**src/rtl/lnrv_icb2apb.sv**
```systemverilog
`default_nettype none
// ==========================================================================
// lnrv_icb2apb : ICB-to-APB bridge, one transfer in flight, ACCESS timeout
// Revision: 1.0
// ==========================================================================
module lnrv_icb2apb #(
  parameter int P_ADDR_WIDTH = 32,
  parameter int P_DATA_WIDTH = 32,
  parameter int P_TIMEOUT    = 255
) (
  input  logic                      clk,
  input  logic                      reset_n,
  input  logic                      icb_cmd_vld,
  output logic                      icb_cmd_rdy,
  input  logic                      icb_cmd_write,
  input  logic [P_ADDR_WIDTH-1:0]   icb_cmd_addr,
  input  logic [P_DATA_WIDTH-1:0]   icb_cmd_wdata,
  input  logic [P_DATA_WIDTH/8-1:0] icb_cmd_wstrb,
  input  logic [2:0]                icb_cmd_size,
  output logic                      icb_rsp_vld,
  input  logic                      icb_rsp_rdy,
  output logic                      icb_rsp_err,
  output logic [P_DATA_WIDTH-1:0]   icb_rsp_rdata,
  output logic                      apb_psel,
  output logic                      apb_penable,
  output logic                      apb_pwrite,
  output logic [P_ADDR_WIDTH-1:0]   apb_paddr,
  output logic [P_DATA_WIDTH-1:0]   apb_pwdata,
  output logic [P_DATA_WIDTH/8-1:0] apb_pstrb,
  output logic [2:0]                apb_pprot,
  input  logic                      apb_pready,
  input  logic                      apb_pslverr,
  input  logic [P_DATA_WIDTH-1:0]   apb_prdata
);

  localparam int C_STRB_WIDTH = P_DATA_WIDTH / 8;
  localparam int C_CNT_WIDTH  = (P_TIMEOUT > 255) ? $clog2(P_TIMEOUT + 1) : 8;
  localparam logic [C_CNT_WIDTH-1:0] C_CNT_LAST =
    (P_TIMEOUT > 0) ? C_CNT_WIDTH'(P_TIMEOUT - 1) : '0;

  typedef enum logic [1:0] {
    ST_IDLE   = 2'd0,
    ST_SETUP  = 2'd1,
    ST_ACCESS = 2'd2,
    ST_RSP    = 2'd3
  } state_t;

  state_t                    r_state;
  state_t                    w_state_nxt;
  logic                      r_write;
  logic [P_ADDR_WIDTH-1:0]   r_addr;
  logic [P_DATA_WIDTH-1:0]   r_wdata;
  logic [C_STRB_WIDTH-1:0]   r_wstrb;
  logic [C_CNT_WIDTH-1:0]    r_cnt;
  logic                      r_rsp_err;
  logic [P_DATA_WIDTH-1:0]   r_rsp_rdata;
  logic                      w_cmd_hsk;
  logic                      w_timeout;
  logic                      w_unused_size;

  assign w_unused_size = ^icb_cmd_size;

  assign w_cmd_hsk = icb_cmd_vld && (r_state == ST_IDLE);
  // The counter would reach P_TIMEOUT on this edge; a simultaneous pready wins.
  assign w_timeout = (P_TIMEOUT != 0) && (r_state == ST_ACCESS) &&
                     !apb_pready && (r_cnt == C_CNT_LAST);

  always_ff @(posedge clk or negedge reset_n) begin
    if (!reset_n) begin
      r_state <= ST_IDLE;
    end else begin
      r_state <= w_state_nxt;
    end
  end

  always_comb begin
    w_state_nxt = r_state;
    case (r_state)
      ST_IDLE:   if (icb_cmd_vld) w_state_nxt = ST_SETUP;
      ST_SETUP:  w_state_nxt = ST_ACCESS;
      ST_ACCESS: if (apb_pready || w_timeout) w_state_nxt = ST_RSP;
      ST_RSP:    if (icb_rsp_rdy) w_state_nxt = ST_IDLE;
      default:   w_state_nxt = ST_IDLE;
    endcase
  end

  always_ff @(posedge clk or negedge reset_n) begin
    if (!reset_n) begin
      r_write     <= 1'b0;
      r_addr      <= '0;
      r_wdata     <= '0;
      r_wstrb     <= '0;
      r_cnt       <= '0;
      r_rsp_err   <= 1'b0;
      r_rsp_rdata <= '0;
    end else begin
      if (w_cmd_hsk) begin
        r_write <= icb_cmd_write;
        r_addr  <= icb_cmd_addr;
        r_wdata <= icb_cmd_wdata;
        r_wstrb <= icb_cmd_write ? icb_cmd_wstrb : '0;
      end

      if (r_state == ST_SETUP) begin
        r_cnt <= '0;
      end else if ((r_state == ST_ACCESS) && !apb_pready) begin
        r_cnt <= r_cnt + 1'b1;
      end

      if (r_state == ST_ACCESS) begin
        if (apb_pready) begin
          r_rsp_err   <= apb_pslverr;
          r_rsp_rdata <= r_write ? '0 : apb_prdata;
        end else if (w_timeout) begin
          r_rsp_err   <= 1'b1;
          r_rsp_rdata <= '0;
        end
      end
    end
  end

  assign icb_cmd_rdy   = (r_state == ST_IDLE);
  assign icb_rsp_vld   = (r_state == ST_RSP);
  assign icb_rsp_err   = r_rsp_err;
  assign icb_rsp_rdata = r_rsp_rdata;

  assign apb_psel    = (r_state == ST_SETUP) || (r_state == ST_ACCESS);
  assign apb_penable = (r_state == ST_ACCESS);
  assign apb_pwrite  = r_write;
  assign apb_paddr   = r_addr;
  assign apb_pwdata  = r_wdata;
  assign apb_pstrb   = r_wstrb;
  assign apb_pprot   = 3'b000;

endmodule
`default_nettype wire

```
**config.mk**
```make
export PLATFORM = sky130hd
export DESIGN_NAME = lnrv_icb2apb
export DESIGN_NICKNAME = d
export VERILOG_FILES = /design/src/rtl/lnrv_icb2apb.sv
export SDC_FILE = /design/constraint.sdc
export NUM_CORES = 1
export LEC_CHECK = 0
export CORE_MARGIN = 2
export CORE_UTILIZATION = 25
export DETAILED_ROUTE_END_ITERATION = 8
export SLEW_MARGIN = 20
export SYNTH_ARGS = -nofsm -noshare
export SYNTH_HDL_FRONTEND = slang
export SYNTH_SLANG_ARGS = --single-unit
```
**constraint.sdc**
```tcl
create_clock -name clk -period 1.6 [get_ports clk]
set_input_delay 0.24 -clock clk [delete_from_list [all_inputs] [get_ports clk]]
set_output_delay 0.24 -clock clk [all_outputs]
set_load 0.05 [all_outputs]
```
==> metrics.md <==
| Metric | Value |
|---|---|
| Via/cell ratio | around 4.4 |
| Worst slack at placement | -210 ps |
| WP data required | 1830 ps |
| Largest net degree at the start of global routing | 57 |
| GRT Overall Usage | 12.3% |
| Buffers on Ports | approximately 210 |
| CTS tree | built |
| Yosys cell types | 32 |
| PnR worst setup slack | -53.2 ps |
| FILL cells | between 1500 and 2000 |
| Status | complete, but fails checks |
| Via count | ~3300 |
| Area of the multi-input gates | 1510 um^2 |
| Final nets | approximately 640 |
| IO Count | ~220 |
| Drt pass-1 iters | 4 |
| Post-DP HPWL | just over 8000 um |
| H-Tree Depth | 3 |
| Synth Warn # | 0 |
| P_leak | 3.32 nW |
| Remaining global-route overflow | 0 |
| Seq/Total Area, Yosys | 64.3% |
| CP Capture Type | flop |
| Inserted Diodes | 0 |
| PD cells | between 2000 and 3000 nW/um^2 |
| Antenna violations before repair | 0 |
| Fin Clk Skew | around 5.9 ps |
| Share of layout cells above drive strength 1 | between 40 and 50% |
| Cell Area, Synth | between 4000 and 5000 um^2 |
| Initial core utilization | 25.4% |
| Critical Path AT | between 1500 and 2000 ps |
| Clk sink count | about 110 |
| Critical path class | flop to flop |
| Area leader, netlist | dfrtp_1 |
| Crit start category | flop |
| RSZ-0062 raised after global routing | true |
| Layout area overhead | 64.9% |
| Cells after DPL | around 730 |
| Hold Vio Cnt, Final | 0 |
| Min Tclk post-route | 1650 ps |
| Gpl congestion | 0.761 |
| CTS buffer count | 9 |
| Initial DRC count | 118 |
| Reg area | around 2800 um^2 |
| Root buffer cell | clkbuf_16 |
| Fmax | just over 0.6 GHz |
| Wire per inst | about 15 um |
| Failing checks | setup timing |
| Post-route ant nets | 0 |
| Period utilization | 103% |
| Hold WC Path Type | input port to async pin |
| FF+latch count, synth | roughly 110 |
| # rows | 48 |
| First-pass GRT wire length | around 18000 um |
| Width of the chip | about 140 um |
| Vias in the first global route | about 3500 |
| Syn Area/Cell | 14.9 um^2 |
| Final wirelength | 11600 um |
| Area share of the largest cell type after synthesis | between 60 and 70% |
| Die H | between 100 and 150 um |
| Post-Synthesis Cells | 292 |
| Clk_lat worst skew | roughly 350 ps |
| Placeable Area | 17200 um^2 |
| Final non-filler cell total | 756 |
| Clock buffer depth | 2 |
| Critical path fanouts, max | 5 |
| Max Transition Viols Final | 0 |
| Setup violations, final | 2 |
| Maximum vdd drop | 1.16 mV |
| Fin util | 41.8% |
| Largest cells by area after synthesis | dfrtp_1 (64%), mux2_2 (17%), a22o_1 (6.4%), ha_1 (1.7%), buf_2 (1.1%) |
| Die area | ~19000 um^2 |
| MaxCap Viol Count | 0 |
| DRC Markers | 0 |
| Clock transition at path regs | 70 ps |
cell type report:
cell class / instances / share of cell area, %
Clock inverter: 6 / 1.60
Multi-Input combinational cell: 161 / 21.0
Sequential cell: 112 / 39.0
Inverter: 4 / 0.209
Timing Repair Buffer: 238 / 31.1
Tap cell: 225 / 3.92
Clock buffer: 10 / 3.19
layer usage:
| metal | part of all wire [%] | global-route usage (%) |
|---|---|---|
| met3 | 9.3 | 4.88 |
| met2 | 49 | 20.0 |
| met5 | 0 | 0 |
| met4 | 1.7 | 3.88 |
| met1 | 40 | 14.9 |
power breakdown:
group / switching [mW] / internal [mW] / leakage [nW]
sequential: 0.739 / 4.15 / 1.38
combinational: 6.63 / 3.94 / 1.77
clock: 1.01 / 1.54 / 0.163
synth_stat cells (all sizes together):
library cell and count:
nor2 9, dfrtp 112, nand3 2, nand4b 1
nand4 3, nor3b 1, nand2 13, o21ai 7
or3 2, xnor2 2, mux2 66, conb 1
a22o 32, o21bai 1, xor2 3, buf 18
o32a 1, nor2b 2, mux2i 1, and2b 1
ha 6, a21oi 3, inv 4, nor3 1
cells in the final DEF, fill, tap and decap left out, types with 2 or more instances in the layout:
cell type,synthesis,layout
a21oi_1,3,3
a22o_1,32,32
buf_12,0,9
buf_16,0,2
buf_4,3,117
buf_6,4,3
bufinv_16,0,3
clkbuf_16,0,10
clkdlybuf4s50_1,0,105
conb_1,1,3
dfrtp_1,112,112
ha_1,6,4
ha_4,0,2
inv_1,4,2
inv_2,0,2
mux2_2,65,65
nand2_1,11,10
nand3_1,2,2
nand4_1,2,2
nor2_1,9,8
nor2_4,0,2
o21ai_0,6,6
or3_1,2,2
xnor2_1,2,2
xor2_1,3,3
what timing repair did:
action | CTS | global route
pin swaps | 1 | 3
hold endpoints to repair | 112 | 0
setup buffers | 1 | 4
cloned | 2 | 1
gates resized for setup | 6 | 7
endpoints found under the setup margin | 70 | 8
hold buffers | 1 | 0
cells by family after synthesis:
group / count (synthesis) / synth area share [%]
flops: 112 / 64.3
simple gates: 35 / 4.28
buf+inv: 22 / 3.13
fa+ha+maj: 6 / 1.72
other cells: 1 / 0.0861
xor+xnor: 5 / 1.01
mux: 67 / 17.4
compound gates: 44 / 8.10
worst max-delay path, cell delays in order, from the launching register on:
cell and delay (ps):
dfrtp_1 420, ha_4 170, buf_6 120, and2b_2 210
o21ai_2 70, nor3b_4 240, mux2_4 320
sequential cells by signal (all words and copies together), names as in the netlist:
register	flops
icb_rsp_err	1
apb_paddr	32
apb_pwdata	32
r_state	2
apb_pstrb	4
icb_rsp_rdata	32
apb_pwrite	1
r_cnt	8
stage by stage:
step                      power, mW  setup TNS, ps  hold slack (ps)  instance area, um^2
after global placement         15.1         -16370              268                 6680
final                          18.0          -75.2              440                 7190
after floorplan                11.7          -82.9            -55.6                 4400
after CTS                      18.1          -97.9              440                 7100
after global routing           18.9           -771              463                 7190
after detailed placement       15.3          -7920              275                 6680
path summary, 6_finish.rpt:
path / from / endpoint / slack, ps / cells past startpoint
max: r_state[1]$_DFFE_PN0P_ / r_state[1]$_DFFE_PN0P_ / -50 / 6
min: reset_n / apb_paddr[10]$_DFFE_PN0P_ / 440 / 3
max reg2reg: r_state[1]$_DFFE_PN0P_ / r_state[1]$_DFFE_PN0P_ / -50 / 6
min reg2reg: apb_pstrb[3]$_DFFE_PN0P_ / apb_pstrb[3]$_DFFE_PN0P_ / 500 / 2
max in group asynchronous: reset_n / apb_pstrb[0]$_DFFE_PN0P_ / 890 / 3
min in group clk: icb_cmd_wstrb[0] / apb_pstrb[0]$_DFFE_PN0P_ / 460 / 3
No activity file was read; power rests on OpenSTA's default activity.
